### config.mk
export PLATFORM = sky130hd
export DESIGN_NAME = rom_burst_reader
export DESIGN_NICKNAME = d
export VERILOG_FILES = /design/src/rtl/rom_rd_pkg.sv /design/src/rtl/rom_rd_fifo.sv /design/src/rtl/rom_burst_reader.sv
export SDC_FILE = /design/constraint.sdc
export NUM_CORES = 1
export LEC_CHECK = 0
export ABC_AREA = 0
export CAP_MARGIN = 20
export CORE_MARGIN = 4
export CORE_UTILIZATION = 45
export CTS_CLUSTER_SIZE = 12
export DETAILED_ROUTE_END_ITERATION = 12
export DONT_BUFFER_PORTS = 1
export GPL_ROUTABILITY_DRIVEN = 0
export PLACE_DENSITY = 0.63
export SYNTH_ARGS = -nofsm -noshare
export SYNTH_HDL_FRONTEND = slang
export SYNTH_HIERARCHICAL = 1
export SYNTH_SLANG_ARGS = --single-unit
### constraint.sdc
create_clock -name clk -period 3.7 [get_ports clk]
set_input_delay 0.185 -clock clk [delete_from_list [all_inputs] [get_ports clk]]
set_output_delay 0.185 -clock clk [all_outputs]
set_load 0.05 [all_outputs]
### src/rtl/rom_rd_pkg.sv
// Shared types and constants for the dual-port ROM burst reader.
package rom_rd_pkg;

   localparam int ROM_ADDR_W = 3;
   localparam int ROM_WORDS  = 1 << ROM_ADDR_W;

   typedef enum logic [1:0] {
      IDLE  = 2'd0,
      ISSUE = 2'd1,
      DRAIN = 2'd2
   } rd_state_t;

endpackage

### src/rtl/rom_rd_fifo.sv
// Synchronous FIFO with two write ports (port 0 older) and one read port.
// Entries hold {last, data}; storage is not reset, only pointers and count.
module rom_rd_fifo #(
   parameter int WIDTH = 9,
   parameter int DEPTH = 4
) (
   input  logic             clk,
   input  logic             rst_n,
   input  logic             wr0_en,
   input  logic [WIDTH-1:0] wr0_data,
   input  logic             wr1_en,
   input  logic [WIDTH-1:0] wr1_data,
   input  logic             rd_en,
   output logic [WIDTH-1:0] rd_data,
   output logic             empty,
   output logic [$clog2(DEPTH):0] count
);

   localparam int PW = $clog2(DEPTH);
   localparam int CW = PW + 1;

   logic [WIDTH-1:0] mem [DEPTH];
   logic [PW-1:0]    wptr;
   logic [PW-1:0]    rptr;
   logic [PW-1:0]    wr1_ptr;
   logic             pop;

   assign empty   = (count == '0);
   assign pop     = rd_en && !empty;
   assign wr1_ptr = wr0_en ? wptr + PW'(1) : wptr;
   assign rd_data = mem[rptr];

   always_ff @(posedge clk) begin
      if (wr0_en) mem[wptr]    <= wr0_data;
      if (wr1_en) mem[wr1_ptr] <= wr1_data;
   end

   always_ff @(posedge clk or negedge rst_n) begin
      if (!rst_n) begin
         wptr  <= '0;
         rptr  <= '0;
         count <= '0;
      end else begin
         wptr  <= wptr + PW'(wr0_en) + PW'(wr1_en);
         rptr  <= rptr + PW'(pop);
         count <= count + CW'(wr0_en) + CW'(wr1_en) - CW'(pop);
      end
   end

endmodule

### src/rtl/rom_burst_reader.sv
// Burst read sequencer for a dual-port ROM: issues up to two word fetches per
// clock under a FIFO credit limit and streams the words out in order.
module rom_burst_reader
   import rom_rd_pkg::*;
#(
   parameter int DATA_WIDTH    = 8,
   parameter int ADDRESS_WIDTH = ROM_ADDR_W,
   parameter int LEN_WIDTH     = 4,
   parameter int FIFO_DEPTH    = 4
) (
   input  logic                     clk,
   input  logic                     rst_n,
   input  logic                     req_valid,
   output logic                     req_ready,
   input  logic [ADDRESS_WIDTH-1:0] req_addr,
   input  logic [LEN_WIDTH-1:0]     req_len,
   output logic                     rom_en_a,
   output logic [ADDRESS_WIDTH-1:0] rom_addr_a,
   input  logic [DATA_WIDTH-1:0]    rom_dout_a,
   output logic                     rom_en_b,
   output logic [ADDRESS_WIDTH-1:0] rom_addr_b,
   input  logic [DATA_WIDTH-1:0]    rom_dout_b,
   output logic                     out_valid,
   input  logic                     out_ready,
   output logic [DATA_WIDTH-1:0]    out_data,
   output logic                     out_last,
   output logic                     busy
);

   localparam int CNT_W = $clog2(FIFO_DEPTH) + 1;
   localparam int REM_W = LEN_WIDTH + 1;
   localparam int FRE_W = CNT_W + 1;

   rd_state_t                state, state_nxt;
   logic [ADDRESS_WIDTH-1:0] cur_addr, cur_addr_nxt;
   logic [REM_W-1:0]         rem, rem_nxt;
   logic                     issue_a, issue_b;
   logic                     last_a, last_b;
   logic [1:0]               inflight;
   logic [FRE_W-1:0]         free;

   logic                     vld_a_p1, vld_b_p1;
   logic                     last_a_p1, last_b_p1;

   logic [CNT_W-1:0]         fifo_count;
   logic                     fifo_empty;
   logic [DATA_WIDTH:0]      head;

   // Credits cover words already in the FIFO plus words whose ROM read is in flight.
   assign inflight = {1'b0, vld_a_p1} + {1'b0, vld_b_p1};
   assign free     = FRE_W'(FIFO_DEPTH) - {1'b0, fifo_count} - FRE_W'(inflight);

   always_comb begin
      state_nxt    = state;
      cur_addr_nxt = cur_addr;
      rem_nxt      = rem;
      issue_a      = 1'b0;
      issue_b      = 1'b0;
      last_a       = 1'b0;
      last_b       = 1'b0;
      req_ready    = 1'b0;
      rom_addr_a   = '0;
      rom_addr_b   = '0;
      unique case (state)
         IDLE: begin
            req_ready = 1'b1;
            if (req_valid) begin
               cur_addr_nxt = req_addr;
               rem_nxt      = {1'b0, req_len} + REM_W'(1);
               state_nxt    = ISSUE;
            end
         end
         ISSUE: begin
            if (rem >= REM_W'(2) && free >= FRE_W'(2)) begin
               issue_a      = 1'b1;
               issue_b      = 1'b1;
               last_b       = (rem == REM_W'(2));
               rom_addr_a   = cur_addr;
               rom_addr_b   = cur_addr + ADDRESS_WIDTH'(1);
               cur_addr_nxt = cur_addr + ADDRESS_WIDTH'(2);
               rem_nxt      = rem - REM_W'(2);
            end else if (rem == REM_W'(1) && free >= FRE_W'(1)) begin
               issue_a      = 1'b1;
               last_a       = 1'b1;
               rom_addr_a   = cur_addr;
               cur_addr_nxt = cur_addr + ADDRESS_WIDTH'(1);
               rem_nxt      = '0;
            end
            if (rem_nxt == '0) state_nxt = DRAIN;
         end
         DRAIN: begin
            if (out_valid && out_ready && out_last) state_nxt = IDLE;
         end
         default: state_nxt = IDLE;
      endcase
   end

   assign rom_en_a = issue_a;
   assign rom_en_b = issue_b;
   assign busy     = (state != IDLE);

   always_ff @(posedge clk or negedge rst_n) begin
      if (!rst_n) begin
         state    <= IDLE;
         cur_addr <= '0;
         rem      <= '0;
      end else begin
         state    <= state_nxt;
         cur_addr <= cur_addr_nxt;
         rem      <= rem_nxt;
      end
   end

   // Stage p1: ROM data valid one cycle after issue; tags follow the read.
   always_ff @(posedge clk or negedge rst_n) begin
      if (!rst_n) begin
         vld_a_p1  <= 1'b0;
         vld_b_p1  <= 1'b0;
         last_a_p1 <= 1'b0;
         last_b_p1 <= 1'b0;
      end else begin
         vld_a_p1  <= issue_a;
         vld_b_p1  <= issue_b;
         last_a_p1 <= last_a;
         last_b_p1 <= last_b;
      end
   end

   rom_rd_fifo #(
      .WIDTH (DATA_WIDTH + 1),
      .DEPTH (FIFO_DEPTH)
   ) u_fifo (
      .clk      (clk),
      .rst_n    (rst_n),
      .wr0_en   (vld_a_p1),
      .wr0_data ({last_a_p1, rom_dout_a}),
      .wr1_en   (vld_b_p1),
      .wr1_data ({last_b_p1, rom_dout_b}),
      .rd_en    (out_ready),
      .rd_data  (head),
      .empty    (fifo_empty),
      .count    (fifo_count)
   );

   // Stale storage is masked so the stream reads zero whenever nothing is valid.
   assign out_valid = !fifo_empty;
   assign out_data  = fifo_empty ? '0 : head[DATA_WIDTH-1:0];
   assign out_last  = !fifo_empty && head[DATA_WIDTH];

endmodule

### Word-level counts from Yosys, hierarchy flattened

Memories as Yosys holds them, arrays and structs flattened.
Index checks and enable logic that the tools add are counted.

| cells by class | value |
|---|---|
| order comparisons | 3 |
| reductions and logical operators | 14 |
| mux-type cells | 34 |
| add/subtract/negate cells | 14 |
| eq/ne operators | 8 |

Operators by type and width:

| cell | number |
|---|---|
| $mux 3 | 8 |
| $mux 5 | 4 |
| $mux 1 | 14 |
| $pmux 5 s2 | 1 |
| $mux 2 | 4 |
| $mux 8 | 1 |
| $add 2x1->2 | 3 |
| $add 3x1->3 | 2 |
| $ne 2x2->1 const B | 3 |
| $pmux 2 s3 | 1 |
| $pmux 3 s2 | 1 |
| $reduce_and 3->1 | 2 |
| $add 4x1->5 const B | 1 |
| $eq 5x1->1 const B | 1 |
| $eq 5x2->1 const B | 1 |
| $ge 5x2->1 const B | 1 |
| $logic_and 1x1->1 | 5 |
| $logic_not 5->1 | 1 |
| $sub 5x2->5 const B | 1 |
| $ge 4x1->1 const B | 1 |
| $ge 4x2->1 const B | 1 |
| $reduce_bool 2->1 | 2 |
| $sub 3x3->4 const A | 1 |
| $sub 4x2->4 | 1 |
| other kinds (12) | 12 |

| word-level totals | value |
|---|---|
| memories | 1 |
| bits in writable memories | 36 |
| output and inout bits | 20 |
| register bits | 21 |

Memories:

| name | depth | bits a word | read ports | clocked after Yosys merged registers in | wr ports | line | source |
|---|---|---|---|---|---|---|---|
| u_fifo.mem | 4 | 9 | 1 | 0 | 2 | rom_rd_fifo.sv:22 | `logic [WIDTH-1:0] mem [DEPTH];` |

### Logic depth before layout (Yosys ltp)

| logic depth | value |
|---|---|
| word-level depth | 10 |
| depth in mapped cells | 13 |
| gate-level depth less buffers | 11 |

### Modules after synthesis

Netlist, hierarchy kept.

By module, submodules not included:

| module | cells an instance | times used | area each (um2) |
|---|---|---|---|
| rom_rd_fifo | 132 | 1 | 2287.2 |
| rom_burst_reader | 134 | 1 | 1169.9 |

### Least setup slack after synthesis

No wires, ideal clock.

| path | value |
|---|---|
| path kind | register to output |
| start point | register u_fifo.count[0] |
| end point | output port rom_addr_a[0] |
| data arrival time | 3.304 ns |
| path slack | 0.211 ns |
| cell stages (with the launch flop) | 12 |
| required time | 3.515 ns |
| cells stage by stage | dfrtp_1 -> ha_1 -> ha_1 -> inv_1 -> ha_1 -> inv_1 -> fa_1 -> or3b_1 -> clkbuf_1 -> a22oi_1 -> nor2_1 -> and2_1 |

| between the ends | value |
|---|---|
| cells in the longest elaborated chain, start to end | 7 |
| elaborated cells on any way between the ends | 9 |
| classes of those cells | 2 x add/sub; 2 x order compare; 3 x mux; 2 x reduce/logical |

RTL lines:

| item | line | source |
|---|---|---|
| from (decl) | rom_rd_fifo.sv:16 | `output logic [$clog2(DEPTH):0] count` |
| from (signal assigned) | rom_rd_fifo.sv:46 | `count <= count + CW'(wr0_en) + CW'(wr1_en) - CW'(pop);` |
| $sub 3x3->4 * | rom_burst_reader.sv:51 | `assign free = FRE_W'(FIFO_DEPTH) - {1'b0, fifo_count} - FRE_W'(inflight);` |
| $sub 4x2->4 * | rom_burst_reader.sv:51 |  |
| $ge 4x1->1 | rom_burst_reader.sv:82 | `end else if (rem == REM_W'(1) && free >= FRE_W'(1)) begin` |
| $logic_and 1x1->1 | rom_burst_reader.sv:82 |  |
| $mux 3 | rom_burst_reader.sv:82 |  |
| $mux 3 * | rom_burst_reader.sv:74 | `if (rem >= REM_W'(2) && free >= FRE_W'(2)) begin` |
| $mux 3 * | rom_burst_reader.sv:64 | `unique case (state)` |
| to (decl) | rom_burst_reader.sv:18 | `output logic [ADDRESS_WIDTH-1:0] rom_addr_a,` |

Every way passes the cells marked *; elsewhere a longest branch is shown, timed or not.

### Final worst setup path

| path | value |
|---|---|
| start point | register vld_b_p1 |
| end point | output port rom_en_b |

| between the ends | value |
|---|---|
| cells in the longest elaborated chain, start to end | 6 |

RTL lines:

| item | line | source |
|---|---|---|
| from (decl) | rom_burst_reader.sv:42 | `logic vld_a_p1, vld_b_p1;` |
| from (signal assigned) | rom_burst_reader.sv:123 | `vld_b_p1 <= issue_b;` |
| $add 1x1->2 | rom_burst_reader.sv:50 | `assign inflight = {1'b0, vld_a_p1} + {1'b0, vld_b_p1};` |
| $sub 4x2->4 | rom_burst_reader.sv:51 |  |
| $ge 4x2->1 | rom_burst_reader.sv:74 |  |
| $logic_and 1x1->1 | rom_burst_reader.sv:74 |  |
| $mux 1 | rom_burst_reader.sv:74 |  |
| $mux 1 | rom_burst_reader.sv:64 |  |
| to (decl) | rom_burst_reader.sv:20 | `output logic rom_en_b,` |

No other way between the ends.

==> impl_metrics.env <==
export IMPL_cts_tree="yes"
export IMPL_synth_cell_area_sq_mm=0.003457
export IMPL_r2r_start="vld_b_p1"
export IMPL_die_area_sq_mm=0.009149
export IMPL_syn2layout_area_growth_pct=10.60
export IMPL_fin_crit_ns=3.415
export IMPL_min_from="rom_dout_a[7]"
export IMPL_pin_count=47
export IMPL_nNetsFinal=323
export IMPL_dr_pass1_iters=4
export IMPL_worstMarginPinSlew_ns=1.043
export IMPL_async_reset_ff_frac=0.3684
export IMPL_crit_path_start_kind="flip-flop"
export IMPL_grt_busiest_layer="met2"
export IMPL_hold_ws_ns=0.05287
export IMPL_slew_viol_final=0
export IMPL_n_antenna_cell=0
export IMPL_use_met1=0.1889
export IMPL_status="completed"
export IMPL_slowest_stage="dfrtp_2"
export IMPL_crit_family="adder cells"
export IMPL_ys_top_cells_by_count="mux2_2 (37), edfxtp_1 (36), dfrtp_1 (21), inv_1 (21), ha_1 (13)"
export IMPL_skew_ns=0.008525
export IMPL_path_clk_slew_ns=0.07
export IMPL_rows=31
export IMPL_ys_types=56
export IMPL_path_class="reg -> out"
export IMPL_required_ns=3.51
export IMPL_crit_path_start="vld_b_p1"
export IMPL_drc=0
export IMPL_cts_buffers=9
export IMPL_grt_use_met3=0.04893
export IMPL_grt_usage=0.1640
export IMPL_avgSynthCellArea_sq_um=13.00
export IMPL_synth_seq_cells=57
export IMPL_synth_main_ff_cell="edfxtp_1"
export IMPL_slew_limit_headroom=0.3033
export IMPL_grt_pass1_vias=2198
export IMPL_syn_inst=266
export IMPL_clockBufferDepth=2
export IMPL_synth_edf_count=36
export IMPL_initial_core_util=0.4691
export IMPL_grt_max_degree=22
export IMPL_synth_top_cells_by_area="edfxtp_1 (31%), dfrtp_1 (15%), mux2_2 (12%), mux4_2 (5.9%), ha_1 (4.7%)"
export IMPL_synth_top_cell_by_area="edfxtp_1"
export IMPL_ant_nets=0
export IMPL_ys_seq_area_frac=0.4647
export IMPL_fin_crit_sh=0.9230
export IMPL_finalHoldViolCount=0
export IMPL_routed_via_density=5.462
export IMPL_avgRoutedWirePerCell_um=17.85
export IMPL_die_h_um=95.65
export IMPL_yosysMostFrequentCell="mux2_2"
export IMPL_worstPathMaxFanout=13
export IMPL_cts_num_sinks=57
export IMPL_rsz0062_at_grt="no"
export IMPL_die_x_um=95.65
export IMPL_port_buffers=0
export IMPL_hold_class="in -> reg"
export IMPL_core_area_sq_mm=0.007370
export IMPL_path_buf_inv=3
export IMPL_htree_levels=3
export IMPL_layout_drive_gt1_share=0.2993
export IMPL_syn_num_nets=310
export IMPL_finalSetupViolCount=0
export IMPL_drtIter0Drc=56
export IMPL_dp_hpwl_um=4826
export IMPL_max_freq_ghz=0.2928
export IMPL_place_inst=364
export IMPL_cpPeakStageDelay_ns=0.49
export IMPL_grt_first_pass_wirelength_um=11090
export IMPL_clk_latency_ns=0.33
export IMPL_fin_setup_tns_ns=0
export IMPL_wl_um=6837
export IMPL_path_cells="ha_1 > ha_1 > inv_1 > ha_1 > inv_1 > fa_1 > or3b_1 > o21ai_4 > or2_2 > inv_1"
export IMPL_cp_arrival_ns=3.23
export IMPL_grt_overflow=0
export IMPL_instances_no_fill=383
export IMPL_yosysWarnings=6
export IMPL_synth_top_cell_area_share=0.3127
export IMPL_maxCapViolations=0
export IMPL_root_buffer="clkbuf_8"
export IMPL_antenna_found_initial=0
export IMPL_grt_use_met2=0.2930
export IMPL_cp_end_kind="primary output"
export IMPL_vias=2092
==> per-stage QoR <==
step | cell area (sq um) | util | worst slack [ns]
detailed placement | 3601 | 0.4886 | 0.5011
global placement | 3601 | 0.4886 | 0.5512
CTS | 3817 | 0.5180 | 0.1382
floorplan | 3457 | - | 0.2111
global route | 3824 | 0.5188 | 0.06753
finish | 3824 | 0.5188 | 0.2850
==> repair_timing <==
action	4_1_cts	5_1_grt
setup endpoints to repair	0	2
hold buffers	3	0
resized for setup	0	2
endpoints found under the hold margin	23	0
buffers inserted	0	0
==> sequential cells by signal, summed over array words and instances (netlist names) <==
name,flops
cur_addr,3
last_a_p1,1
last_b_p1,1
rem,5
state,2
u_fifo/count,3
u_fifo/mem,36
u_fifo/rptr,2
u_fifo/wptr,2
vld_a_p1,1
vld_b_p1,1
==> worst paths after layout <==
path | end | slack, ns | cells after the start
setup / recovery | rom_en_b | 0.29 | 10
min in group asynchronous | u_fifo/wptr[1] | 0.44 | 1
max in group asynchronous | vld_b_p1 | 2.61 | 1
hold reg to reg | cur_addr[2] | 0.59 | 2
hold / removal | u_fifo/mem[2][7] | 0.05 | 1
setup reg to reg | cur_addr[2] | 0.56 | 11
==> cell type report <==
class / count / area (sq um)
fillers: 647 / 3546
inverters: 22 / 82.58
clock inverters: 6 / 58.81
repair buffers: 12 / 122.6
clock buffers: 10 / 127.6
flip-flops and latches: 57 / 1608
multi-input cells: 177 / 1700
well taps: 99 / 123.9
==> per-layer routing <==
layer	vias up	wire length [um]	share of wire
met3	6	287	0.042
met4	0	65	0.0095
met2	36	3615	0.53
met5	-	0	0
met1	1041	2870	0.42
li1	1009	-	-
==> placed cells by master, fill, tap and decap left out, types with 3 or more instances in the layout <==
cell type      Yosys  routed
nand2b_1           3       3
ha_1              13      13
inv_1             21      21
xor2_1             3       3
nand2_1           10      10
dlygate4sd3_1      0       3
nor2b_1           12      12
xnor2_1            6       6
buf_4              1       7
o21ai_0            6       6
a21o_1             4       4
dfrtp_1           21      20
mux4_2             9       9
a31oi_1            3       3
edfxtp_1          36      36
clkbuf_8           0       9
nor3_1             5       5
mux2_2            37      37
fa_1               4       4
nor2_1            10      10
a21oi_1            6       6
==> logic make-up (layout without fill, tap and decap cells) <==
family / after synthesis / in the layout / synth area share
flip-flops: 57 / 57 / 0.4647
buffers and inverters: 32 / 50 / 0.04488
AO/OA/AOI/OAI: 40 / 40 / 0.1010
multiplexers: 48 / 48 / 0.1857
adder cells (fa/ha/maj): 17 / 17 / 0.07022
AND/OR/NAND/NOR: 63 / 63 / 0.1108
XOR/XNOR: 9 / 9 / 0.02280
Power is left out: the tool's default activity adds up to more than one toggle a clock period on the data nets, which glitch-free logic cannot reach.
